### src/rtl/radix4_booth_multiplier.sv
// Multi-cycle radix-4 (modified Booth) multiplier: one Booth digit per cycle, full 2*NUM_BITS product.
// Optional build macro RADIX4_MUL_ZERO_SKIP_EN: zero operands complete one cycle after start, with no RUN cycles.
module radix4_booth_multiplier #(
    parameter int NUM_BITS = 32
) (
    input  logic                    CLK,
    input  logic                    nRST,
    input  logic                    start,
    input  logic                    is_signed_a,
    input  logic                    is_signed_b,
    input  logic [NUM_BITS-1:0]     multiplicand,
    input  logic [NUM_BITS-1:0]     multiplier,
    output logic [2*NUM_BITS-1:0]   product,
    output logic                    finished
);

    localparam int EXT_W = NUM_BITS + 2;
    localparam int ACC_W = NUM_BITS + 4;
    localparam int CNT_W = $clog2(NUM_BITS/2 + 2);
    localparam logic [CNT_W-1:0] CNT_INIT = CNT_W'(NUM_BITS/2 + 1);
    localparam logic [CNT_W-1:0] CNT_ONE  = {{(CNT_W-1){1'b0}}, 1'b1};
    localparam logic [ACC_W-1:0] ACC_ONE  = {{(ACC_W-1){1'b0}}, 1'b1};

    typedef enum logic [1:0] {
        IDLE = 2'd0,
        RUN  = 2'd1,
        DONE = 2'd2
    } state_t;

    state_t                   state_r;
    state_t                   state_next_s;
    logic [EXT_W-1:0]         a_r;
    logic [EXT_W-1:0]         b_r;
    logic                     guard_r;
    logic [ACC_W-1:0]         acc_r;
    logic [CNT_W-1:0]         count_r;
    logic [2*NUM_BITS-1:0]    product_r;
    logic                     finished_r;
    logic [ACC_W-1:0]         a_wide_s;
    logic [ACC_W-1:0]         pp_s;
    logic [ACC_W-1:0]         sum_s;
    logic [ACC_W-1:0]         acc_nx_s;
    logic [EXT_W-1:0]         b_nx_s;
    logic                     last_s;
    logic                     start_zero_s;
`ifdef RADIX4_MUL_ZERO_SKIP_EN
    logic                     skip_pend_r;
`endif

    assign product  = product_r;
    assign finished = finished_r;

`ifdef RADIX4_MUL_ZERO_SKIP_EN
    assign start_zero_s = start && ((multiplicand == {NUM_BITS{1'b0}}) || (multiplier == {NUM_BITS{1'b0}}));
`else
    assign start_zero_s = 1'b0;
`endif

    // Booth digit selection, accumulate, and the 2-bit arithmetic shift of {acc, b, guard}
    always_comb begin
        a_wide_s = {{2{a_r[EXT_W-1]}}, a_r};
        pp_s     = {ACC_W{1'b0}};
        case ({b_r[1:0], guard_r})
            3'b000, 3'b111: pp_s = {ACC_W{1'b0}};
            3'b001, 3'b010: pp_s = a_wide_s;
            3'b011:         pp_s = {a_wide_s[ACC_W-2:0], 1'b0};
            3'b100:         pp_s = ~{a_wide_s[ACC_W-2:0], 1'b0} + ACC_ONE;
            3'b101, 3'b110: pp_s = ~a_wide_s + ACC_ONE;
            default:        pp_s = {ACC_W{1'b0}};
        endcase
        sum_s    = acc_r + pp_s;
        acc_nx_s = {{2{sum_s[ACC_W-1]}}, sum_s[ACC_W-1:2]};
        b_nx_s   = {sum_s[1:0], b_r[EXT_W-1:2]};
        last_s   = (count_r == CNT_ONE);
    end

    // FSM state register
    always_ff @(posedge CLK) begin
        if (!nRST) begin
            state_r <= IDLE;
        end else begin
            state_r <= state_next_s;
        end
    end

    // FSM next-state logic; start always wins, including as an abort in RUN
    always_comb begin
        state_next_s = state_r;
        case (state_r)
            IDLE, DONE: begin
                if (start) begin
                    state_next_s = start_zero_s ? DONE : RUN;
                end else begin
                    state_next_s = state_r;
                end
            end
            RUN: begin
                if (start) begin
                    state_next_s = start_zero_s ? DONE : RUN;
                end else if (last_s) begin
                    state_next_s = DONE;
                end else begin
                    state_next_s = RUN;
                end
            end
            default: state_next_s = IDLE;
        endcase
    end

    // Datapath: operand capture, per-digit iteration, and registered result
    always_ff @(posedge CLK) begin
        if (!nRST) begin
            a_r        <= {EXT_W{1'b0}};
            b_r        <= {EXT_W{1'b0}};
            guard_r    <= 1'b0;
            acc_r      <= {ACC_W{1'b0}};
            count_r    <= {CNT_W{1'b0}};
            product_r  <= {(2*NUM_BITS){1'b0}};
            finished_r <= 1'b0;
`ifdef RADIX4_MUL_ZERO_SKIP_EN
            skip_pend_r <= 1'b0;
`endif
        end else if (start) begin
            a_r        <= {{2{is_signed_a & multiplicand[NUM_BITS-1]}}, multiplicand};
            b_r        <= {{2{is_signed_b & multiplier[NUM_BITS-1]}}, multiplier};
            guard_r    <= 1'b0;
            acc_r      <= {ACC_W{1'b0}};
            count_r    <= CNT_INIT;
            finished_r <= 1'b0;
`ifdef RADIX4_MUL_ZERO_SKIP_EN
            skip_pend_r <= start_zero_s;
`endif
        end else if (state_r == RUN) begin
            acc_r   <= acc_nx_s;
            b_r     <= b_nx_s;
            guard_r <= b_r[1];
            count_r <= count_r - CNT_ONE;
            if (last_s) begin
                // After the final shift, b holds the low bits and acc the high bits of the product
                product_r  <= {acc_nx_s[NUM_BITS-3:0], b_nx_s};
                finished_r <= 1'b1;
            end
`ifdef RADIX4_MUL_ZERO_SKIP_EN
        end else if (skip_pend_r) begin
            product_r   <= {(2*NUM_BITS){1'b0}};
            finished_r  <= 1'b1;
            skip_pend_r <= 1'b0;
`endif
        end
    end

endmodule

### config.mk
export PLATFORM = sky130hd
export DESIGN_NAME = radix4_booth_multiplier
export DESIGN_NICKNAME = d
export VERILOG_FILES = /design/src/rtl/radix4_booth_multiplier.sv
export SDC_FILE = /design/constraint.sdc
export NUM_CORES = 1
export LEC_CHECK = 0
export ABC_AREA = 0
export BUFFER_PORTS_ARGS = -buffer_cell sky130_fd_sc_hd__buf_2
export CAP_MARGIN = 20
export CORE_MARGIN = 2
export CORE_UTILIZATION = 60
export CTS_CLUSTER_SIZE = 30
export DETAILED_ROUTE_END_ITERATION = 10
export PLACE_DENSITY = 0.92
export SYNTH_ARGS = -nofsm -noshare
export SYNTH_HDL_FRONTEND = slang
export SYNTH_SLANG_ARGS = --single-unit
### constraint.sdc
create_clock -name CLK -period 15.1 [get_ports CLK]
set_clock_uncertainty 0.05 [all_clocks]
set_input_delay 4.53 -clock CLK [delete_from_list [all_inputs] [get_ports CLK]]
set_output_delay 4.53 -clock CLK [all_outputs]
set_load 0.01 [all_outputs]
==> results of run 1 <==
[worst paths after layout]
kind / from / end / cells past startpoint
setup / recovery: b_r[0] / product[61] / 17
hold / removal: product[57] / product[57] / 2
setup reg to reg: b_r[0] / product[61] / 17
hold reg to reg: product[57] / product[57] / 2
[worst max-delay path: stages (launching register included)]
cell	delay, ns
dfxtp_2	0.32
buf_4	0.47
clkinv_1	0.86
nor2_2	1.11
o21ai_0	0.21
o21ai_0	0.14
a22oi_1	0.11
o21ai_0	0.23
ha_1	0.39
a21o_1	0.22
a31o_2	0.23
o211ai_1	0.23
nand2_1	0.18
a311oi_1	0.57
o21bai_1	0.24
a211oi_1	0.47
or4b_2	0.21
nand3_1	0.05
[layer usage]
metal / global-route usage / share of wire / vias up / wire length (um)
met5: 0 / 0 / - / 0
met4: 0.0979 / 0.021 / 0 / 580
met3: 0.0496 / 0.077 / 53 / 2140
met2: 0.473 / 0.47 / 455 / 13000
met1: 0.399 / 0.44 / 4738 / 12100
li1: - / - / 4948 / -
[state kept, by name, indices dropped and copies added (netlist names)]
signal and cells:
acc_r 34, b_r 34, finished 1, guard_r 1, state_r 2, product 64, count_r 5, a_r 33
[through the flow]
step / worst slack (ns) / total power [mW] / area (um2) / std cells / utilization
finish: 8.65 / 1.17 / 12000 / 1692 / 0.692
global route: 8.26 / 1.21 / 12000 / 1692 / 0.692
CTS: 8.72 / 1.17 / 11900 / 1690 / 0.689
detailed placement: 8.25 / 0.680 / 11200 / 1658 / 0.650
global placement: 8.34 / 0.674 / 11200 / 1658 / 0.650
floorplan: 9.40 / 0.633 / 10600 / 1396 / -
[cells in the final DEF, fill, tap and decap left out, types with 5 or more instances in the layout]
cell / instances
clkbuf_16: 17
nand4_1: 7
nor4_1: 9
xor2_1: 24
nand3_1: 22
inv_1: 13
nor2b_1: 73
buf_4: 12
a221oi_1: 19
and4_1: 5
a21boi_0: 57
a21o_1: 35
a211oi_1: 13
clkinv_8: 5
o21ai_1: 8
nor3_1: 13
ha_1: 38
o21ai_0: 36
or3_1: 6
xnor2_1: 57
a31oi_1: 24
nor2_1: 53
a221o_1: 6
nand2_1: 326
dfxtp_1: 172
and3_1: 8
nand2b_1: 14
mux2i_1: 40
a21oi_1: 135
buf_2: 131
[power groups by stage]
stage | sequential [mW] | clock (mW) | combinational (mW)
6_report | 0.493 | 0.491 | 0.184
2_1_floorplan | 0.494 | 0 | 0.140
3_3_place_gp | 0.502 | 0 | 0.172
4_1_cts | 0.492 | 0.495 | 0.179
5_1_grt | 0.495 | 0.513 | 0.201
3_5_place_dp | 0.503 | 0 | 0.177
[kinds of logic after synthesis]
logic type / count (synthesis) / synth area share
AND/OR/NAND/NOR: 560 / 0.242
AO/OA/AOI/OAI: 377 / 0.229
flip-flops: 174 / 0.328
XOR/XNOR: 81 / 0.0668
buffers and inverters: 120 / 0.0442
adder cells (fa/ha/maj): 39 / 0.0467
multiplexers: 45 / 0.0430
[cell type report]
cell class              count  area, um2  area share
well taps                 225        282      0.0235
clock buffers              17        425      0.0355
repair buffers            145        801      0.0669
inverters                  14       52.6     0.00439
flip-flops and latches    174       3490       0.291
multi-input cells        1102       6680       0.558
clock inverters            15        240      0.0201
==> run metrics, run 1 <==
Via-to-Cell Ratio=6.02; critical path required time=15.39 ns; setup TNS=0 ns; Avg Cell Area, Syn=7.60 um2; clk_lat worst skew=0.45 ns; Crit. End Element=register; CTS tree=yes; max-cap viol count=0; count of filler cells inserted in the layout=1421; CTS Buffer Depth=2; Congestion Overflow GR=0; Synth top area share=0.328; total CTS buffers=17; clk root buf=clkbuf_16; Initial Utilization=0.614; # diodes=0; H-tree depth=4; Leak=4.96 nW; worst relative slew slack=0.286; top-level port count=134; Die ar.=approximately 19000 um2; Sw Share=0.299; Critical Path AT=6.74 ns; global-route wire length before repair=44600 um; library cells used by synthesis=72; hold_buf cts=0; WL final=27800 um; die width=137 um; antenna violations before repair=0; VDD IR-drop max=between 0.00007 and 0.00008 V; r2r setup slk=slightly below 9 ns; final hold slack=0.408 ns; detailed placement HPWL=18500 um; startpoint types=register; Clock Power Share=0.421; final hold violations=0; sequential power share=0.422; largest area contributor in the netlist=dfxtp_1; top cells by area, synth=dfxtp_1, nand2_1, a21oi_1; largest fanout on the critical path=53; Die Ht=137 um; vias in the first global route=around 9.1k; Crit Path Category=reg2reg; RSZ-0062 raised after global routing=no; Placeable Area=17300 um2; share of cells above drive strength 1=0.136; Post-synth EDFFs=0; Seq/Total Area, Yosys=0.328; Sink Count=174; Synth Flop Type=dfxtp_1; Post-Syn Nets=1504; Mapped Cells=1396; Buffers on Ports=133; GRT Overall Usage=0.294; DR DRC count=0; Final Slew Violations=0; combinational power share=0.157; Final setup viols=0; Avg WL per Cell=16.4 um; final period utilization=0.427; final layout net count=approximately 1.6k; Worst-path clk slew=0.08 ns; most common cell in the netlist=nand2_1; Net Switching=roughly 0.35 mW; Final Wtd Congestion=0.981; DR pass1 iterations=5; post-CTS setup buffers=0; top cells by count, synth=nand2_1, dfxtp_1, a21oi_1, clkbuf_1, nor2b_1; min Tclk post-route=6.45 ns; Yosys reg bits=174; worst hold path type=reg2reg; Power Density=97.6 nW/um2; post-cts sizing count=0; largest net degree at the start of global routing=141; 1st-iter DRT viols=1055; via count=just over 10k; mapped cell area=10600 um2; Final ANT Viol Nets=0; Internal=0.819 mW; Syn. warnings=0; FMAX=roughly 160 MHz; Area Overhead vs Synth=12.8%; Tightest Pin Transition=around 1.1 ns; FP Rows=48; outcome=complete, no violations; Post-synth ARST share=0
(Power assumes the default switching activity.)
==> run 2, diff against run 1 <==
--- a/config.mk
+++ b/config.mk
@@ -9,10 +9,10 @@
 export BUFFER_PORTS_ARGS = -buffer_cell sky130_fd_sc_hd__buf_2
 export CAP_MARGIN = 20
 export CORE_MARGIN = 2
-export CORE_UTILIZATION = 60
+export CORE_UTILIZATION = 59
 export CTS_CLUSTER_SIZE = 30
 export DETAILED_ROUTE_END_ITERATION = 10
-export PLACE_DENSITY = 0.92
+export PLACE_DENSITY = 0.91
 export SYNTH_ARGS = -nofsm -noshare
 export SYNTH_HDL_FRONTEND = slang
 export SYNTH_SLANG_ARGS = --single-unit
==> constraint.sdc (replaced) <==
create_clock -name CLK -period 6.5 [get_ports CLK]
set_clock_uncertainty 0.05 [all_clocks]
set_input_delay 1.95 -clock CLK [delete_from_list [all_inputs] [get_ports CLK]]
set_output_delay 1.95 -clock CLK [all_outputs]
set_load 0.01 [all_outputs]
==> run 2 against run 1 <==
Against the previous run: clock-buffer cell count grew 1; sequential power grew 130%; die area grew 1.6%.
==> run metrics, run 2 (same netlist as run 1, synthesis figures left out) <==
Placeable Area=17800 um2 (+2.8%); DR pass1 iterations=5 (unchanged); M1 GR Usage=0.376 (-0.0237); Net Switching=0.799 mW (+130%); CTS Buffer Depth=2 (unchanged); share of cells above drive strength 1=0.139 (+0.00225); max-cap viol count=0 (unchanged); most frequent cells in the layout=nand2_1, dfxtp_1, a21oi_1, buf_2, nor2b_1; final hold violations=0 (unchanged); Area Overhead vs Synth=12.6%; vias in the first global route=9335 (+2.9%); Congestion Overflow GR=0 (unchanged); Clock Power Share=0.409 (-0.012); CTS tree=yes; Avg WL per Cell=16.7 um (+1.7%); total CTS buffers=17 (unchanged); Leak=4.96 nW (about the same); DR DRC count=0 (unchanged); Worst-path clk slew=0.07 ns (about the same); worst hold path type=reg2reg; worst relative slew slack=0.441 (+0.156); FMAX=171 MHz (+10%); largest fanout on the critical path=10 (-81%); Final Wtd Congestion=0.983 (+0.20%); setup TNS=0 ns (unchanged); detailed placement HPWL=19600 um (+6.0%); Crit. End Element=register; startpoint types=register; Worst path max stage delay=0.60 ns (-0.51 ns); final period utilization=0.899 (+0.472); sequential power share=0.429 (+0.007); RSZ-0062 raised after global routing=no; CP delay by family, top=simple AND/OR/NAND/NOR gates; Crit-path slowest cell=nor4_1; clk_lat worst skew=0.44 ns (about the same); WL final=28500 um (+2.3%); clk root buf=clkbuf_16; Worst Setup Slack, final=0.656 ns (-8.00 ns); Power Density=223 nW/um2 (+130%); via count=10.2k (+0.18%); max FFs per register=64 (unchanged); global-route wire length before repair=45900 um (+2.8%); post-cts sizing count=0 (unchanged); min Tclk post-route=5.84 ns (-0.602 ns); Initial Utilization=0.597 (-0.0167); Final Slew Violations=0 (unchanged); Buffers on Ports=133 (unchanged); VDD IR-drop max=0.000185 V (+140%); cell mode on critical path=nor4_1; Die Ht=138 um (+0.82%); M3 GR Usage=0.0547 (+0.00510); Tightest Pin Transition=0.838 ns (-0.233 ns); top-level port count=134 (unchanged); worst-path cell chain=nor4_1, nand3b_1, nor4_1, nand2b_1, or3b_1, xor2_1, a221oi_1, a31oi_1, ha_1, nand2_1, a21o_1, a311oi_1, o21ai_1, a211oi_1, nor2_1, nor4b_1, mux2_1, a221o_1; met2 Usage GRT=0.471 (-0.00237); GRT Overall Usage=0.288 (-0.00630); FP Rows=49 (+2.1%); 1st-iter DRT viols=885 (-16%); largest net degree at the start of global routing=140 (-0.71%); Final setup viols=0 (unchanged); H-tree depth=4 (unchanged); outcome=complete, no violations; die width=138 um (+0.82%); Sink Count=174 (unchanged); Final ANT Viol Nets=0 (unchanged); Sw Share=0.299 (+0.000401); combinational power share=0.161 (+0.004); Die ar.=19100 um2 (+1.6%); Internal=1.87 mW (+130%); antenna violations before repair=2 (+2); dpl ws=1.12 ns (-7.13 ns); most common cell after layout, fill and taps aside=nand2_1; GRT Max-Usage Layer=met2; final layout net count=1567 (+0.32%); Buf/Inv on CP=0 (-2); post-CTS setup buffers=0 (unchanged); Via-to-Cell Ratio=6.00 (-0.41%); Critical Path AT=6.12 ns (-0.62 ns); hold_buf cts=0 (unchanged); Crit Path Category=reg2reg; critical path required time=6.78 ns (-8.61 ns)
-- run 2: metrics by stage --
stage	area, um2	utilization	std cells	total power [mW]	hold WS [ns]
finish	12000	0.672	1702	2.67	0.405
floorplan	10600	-	1396	1.47	0.380
global route	12000	0.672	1701	2.77	0.425
global placement	11300	0.635	1668	1.58	0.391
detailed placement	11300	0.635	1668	1.58	0.398
CTS	11900	0.671	1700	2.66	0.408
-- run 2: worst register-to-register path: stages, from the launching register on --
cell and delay, ns:
dfxtp_1 0.41, nor4_1 0.38, nand3b_1 0.26, nor4_1 0.60
nand2b_1 0.21, or3b_1 0.43, xor2_1 0.16, a221oi_1 0.27
a31oi_1 0.08, ha_1 0.43, nand2_1 0.17, a21o_1 0.18
a311oi_1 0.27, o21ai_1 0.16, a211oi_1 0.57, nor2_1 0.15
nor4b_1 0.35, mux2_1 0.36, a221o_1 0.26
-- run 2: layer usage --
metal / wire, um / share of wire
met1: 12200 / 0.43
met2: 13400 / 0.47
met5: 13 / 0.00046
met3: 2030 / 0.071
met4: 758 / 0.027
-- run 2: area by class of cell --
| class | instances | area (um2) |
|---|---|---|
| multi-input cells | 1102 | 6680 |
| clock inverters | 14 | 191 |
| fillers | 1487 | 5820 |
| well taps | 229 | 287 |
| repair buffers | 150 | 818 |
| inverters | 14 | 52.6 |
| clock buffers | 18 | 439 |
| diodes | 1 | 2.50 |
| flip-flops and latches | 174 | 3490 |
-- run 2: worst paths after layout --
path / slack (ns) / start / depth (start not counted) / to
min: 0.41 / product[58] / 2 / product[58]
max reg2reg: 0.66 / a_r[3] / 18 / acc_r[32]
max: 0.66 / a_r[3] / 18 / acc_r[32]
min reg2reg: 0.41 / product[58] / 2 / product[58]
-- run 2: power groups by stage --
stage	sequential [mW]	clock, mW	combinational [mW]
after CTS	1.14	1.10	0.421
after detailed placement	1.17	0	0.416
after global placement	1.17	0	0.408
after global routing	1.15	1.14	0.471
final	1.15	1.09	0.430
after floorplan	1.15	0	0.325
==> run 3, diff against run 2 <==
--- a/config.mk
+++ b/config.mk
@@ -9,10 +9,10 @@
 export BUFFER_PORTS_ARGS = -buffer_cell sky130_fd_sc_hd__buf_2
 export CAP_MARGIN = 20
 export CORE_MARGIN = 2
-export CORE_UTILIZATION = 59
+export CORE_UTILIZATION = 40
 export CTS_CLUSTER_SIZE = 30
 export DETAILED_ROUTE_END_ITERATION = 10
-export PLACE_DENSITY = 0.91
+export PLACE_DENSITY = 0.69
 export SYNTH_ARGS = -nofsm -noshare
 export SYNTH_HDL_FRONTEND = slang
 export SYNTH_SLANG_ARGS = --single-unit
==> run 3 against run 2 <==
Against the previous run: critical path depth unchanged; largest cell class unchanged; via count shrank 2.6%; power fell by 2.4%; sequential share of layout area shrank 0.16 points; die area up 46%; highest routed layer is now met4; cell area up 0.55%; utilization down 21 points.
==> run metrics, run 3 (same netlist as run 1, synthesis figures left out) <==
Final setup viols=0 (unchanged); Crit Path Category=reg2reg; Internal=1.79 mW (-4.5%); WL final=29000 um (+1.9%); CTS tree=yes; Crit-path slowest cell=a211oi_1; final period utilization=0.868 (-0.0310); fin area=12000 um2 (+0.55%); GRT Overall Usage=0.203 (-0.0840); outcome=complete, no violations; detailed placement HPWL=20100 um (+2.8%); combinational power share=0.162 (about the same); Top Layer Used=met4; VDD IR-drop max=0.000158 V (-14%); antenna violations before repair=4 (+2); share of cells above drive strength 1=0.137 (-0.00117); global-route wire length before repair=47100 um (+2.7%); worst relative slew slack=0.383 (-0.0584); hold_buf cts=0 (unchanged); Placeable Area=26100 um2 (+47%); Final ANT Viol Nets=0 (unchanged); max-cap viol count=0 (unchanged); post-CTS setup buffers=0 (unchanged); dpl cell area=11400 um2 (+1.1%); H-tree depth=4 (unchanged); total CTS buffers=17 (unchanged); Area Overhead vs Synth=13.3%; FP Rows=59 (+20%); Worst-path clk slew=0.08 ns (about the same); clk root buf=clkbuf_16; Congestion Overflow GR=0 (unchanged); Worst path max stage delay=0.48 ns (-0.12 ns); RSZ-0062 raised after global routing=no; DR pass1 iterations=6 (+1); dpl ws=1.08 ns (-0.0409 ns); WL met1=13600 um (+11%); Worst Setup Slack, final=0.858 ns (+0.201 ns); Buffers on Ports=133 (unchanged); Initial Utilization=0.407 (-0.190); max FFs per register=64 (unchanged); Crit. End Element=register; vias in the first global route=9076 (-2.8%); met3 wire len=1420 um (-30%); worst-path cell chain=nor4_1, nand3b_1, nor4_1, nand2b_1, or3b_1, xor2_1, a221oi_1, a31oi_1, ha_1, nand2_1, a21o_1, a311oi_1, o21ai_1, a211oi_1, nor2_1, nor4b_1, mux2_1, a221o_1; Die Ht=167 um (+21%); Avg WL per Cell=16.0 um (-4.1%); Clock Power Share=0.398 (-0.011); met2 WL=13500 um (+0.49%); Net Switching=0.820 mW (+2.6%); setup TNS=0 ns (unchanged); worst hold path type=reg2reg; FMAX=177 MHz (+3.6%); Final Slew Violations=0 (unchanged); Tightest Pin Transition=0.922 ns (+0.0842 ns); CTS Buffer Depth=2 (unchanged); startpoint types=register; DR DRC count=0 (unchanged); critical path required time=6.78 ns (about the same); most frequent cells in the layout=nand2_1, dfxtp_1, a21oi_1, buf_2, nor2b_1; Final Wtd Congestion=0.866 (-12%); 1st-iter DRT viols=854 (-3.5%); largest fanout on the critical path=10 (unchanged); final hold violations=0 (unchanged); min Tclk post-route=5.64 ns (-0.201 ns); Sw Share=0.315 (+0.0151); largest net degree at the start of global routing=80 (-43%); die width=167 um (+21%); sequential power share=0.440 (+0.011); Leak=4.92 nW (-0.72%); most common cell after layout, fill and taps aside=nand2_1; post-cts sizing count=0 (unchanged); clk_lat worst skew=0.44 ns (about the same); cell mode on critical path=nor4_1; via count=9947 (-2.6%); final layout net count=1565 (-0.13%); Sink Count=174 (unchanged); top-level port count=134 (unchanged); Critical Path AT=5.92 ns (-0.20 ns); final hold slack=0.405 ns (-0.000389 ns); Die ar.=27900 um2 (+46%); Power Density=217 nW/um2 (-2.9%); Via-to-Cell Ratio=5.50 (-8.4%)
[run 3: power by group through the flow]
stage          Combinational [mW]  Sequential [mW]  Clock (mW)
2_1_floorplan               0.325             1.15           0
3_3_place_gp                0.410             1.17           0
3_5_place_dp                0.415             1.17           0
4_1_cts                     0.418             1.15        1.06
5_1_grt                     0.466             1.15        1.10
6_report                    0.421             1.15        1.04
[run 3: cell type report]
cell class                 instances  area (um2)
clock inverter                    15         166
tap                              335         419
clock buffer                      17         425
antenna                            4        10.0
inverter                          14        52.6
timing repair buffer             148         783
fill                            2628       14000
sequential                       174        3490
multi-input combinational       1102        6680
[run 3: worst paths after layout]
path                                  start          end  slack [ns]  cells after the start
worst min-delay path            product[57]  product[57]        0.40                      2
worst max register to register       a_r[3]    acc_r[32]        0.86                     18
worst min register to register  product[57]  product[57]        0.40                      2
worst max-delay path                 a_r[3]    acc_r[32]        0.86                     18
[run 3: routing by layer]
layer / up-vias / GRT usage
li1: 4961 / -
met1: 4658 / 0.277
met2: 291 / 0.334
met3: 37 / 0.0326
met4: 0 / 0.0570
met5: - / 0
[run 3: per-stage QoR]
stage | total power, mW | util | std cells
3_5_place_dp | 1.59 | 0.438 | 1773
2_1_floorplan | 1.47 | - | 1396
6_report | 2.61 | 0.461 | 1809
5_1_grt | 2.72 | 0.461 | 1809
4_1_cts | 2.62 | 0.461 | 1805
3_3_place_gp | 1.58 | 0.438 | 1773
[run 3: critical path, delay by kind of cell, from the launching register on]
family | cells | cell delay (ns)
AOI/OAI and AO/OA | 7 | 1.72
xor gates and xnor gates | 1 | 0.17
adders and majority gates | 1 | 0.45
DFF | 1 | 0.41
muxes | 1 | 0.36
and+or+nand+nor | 8 | 2.36
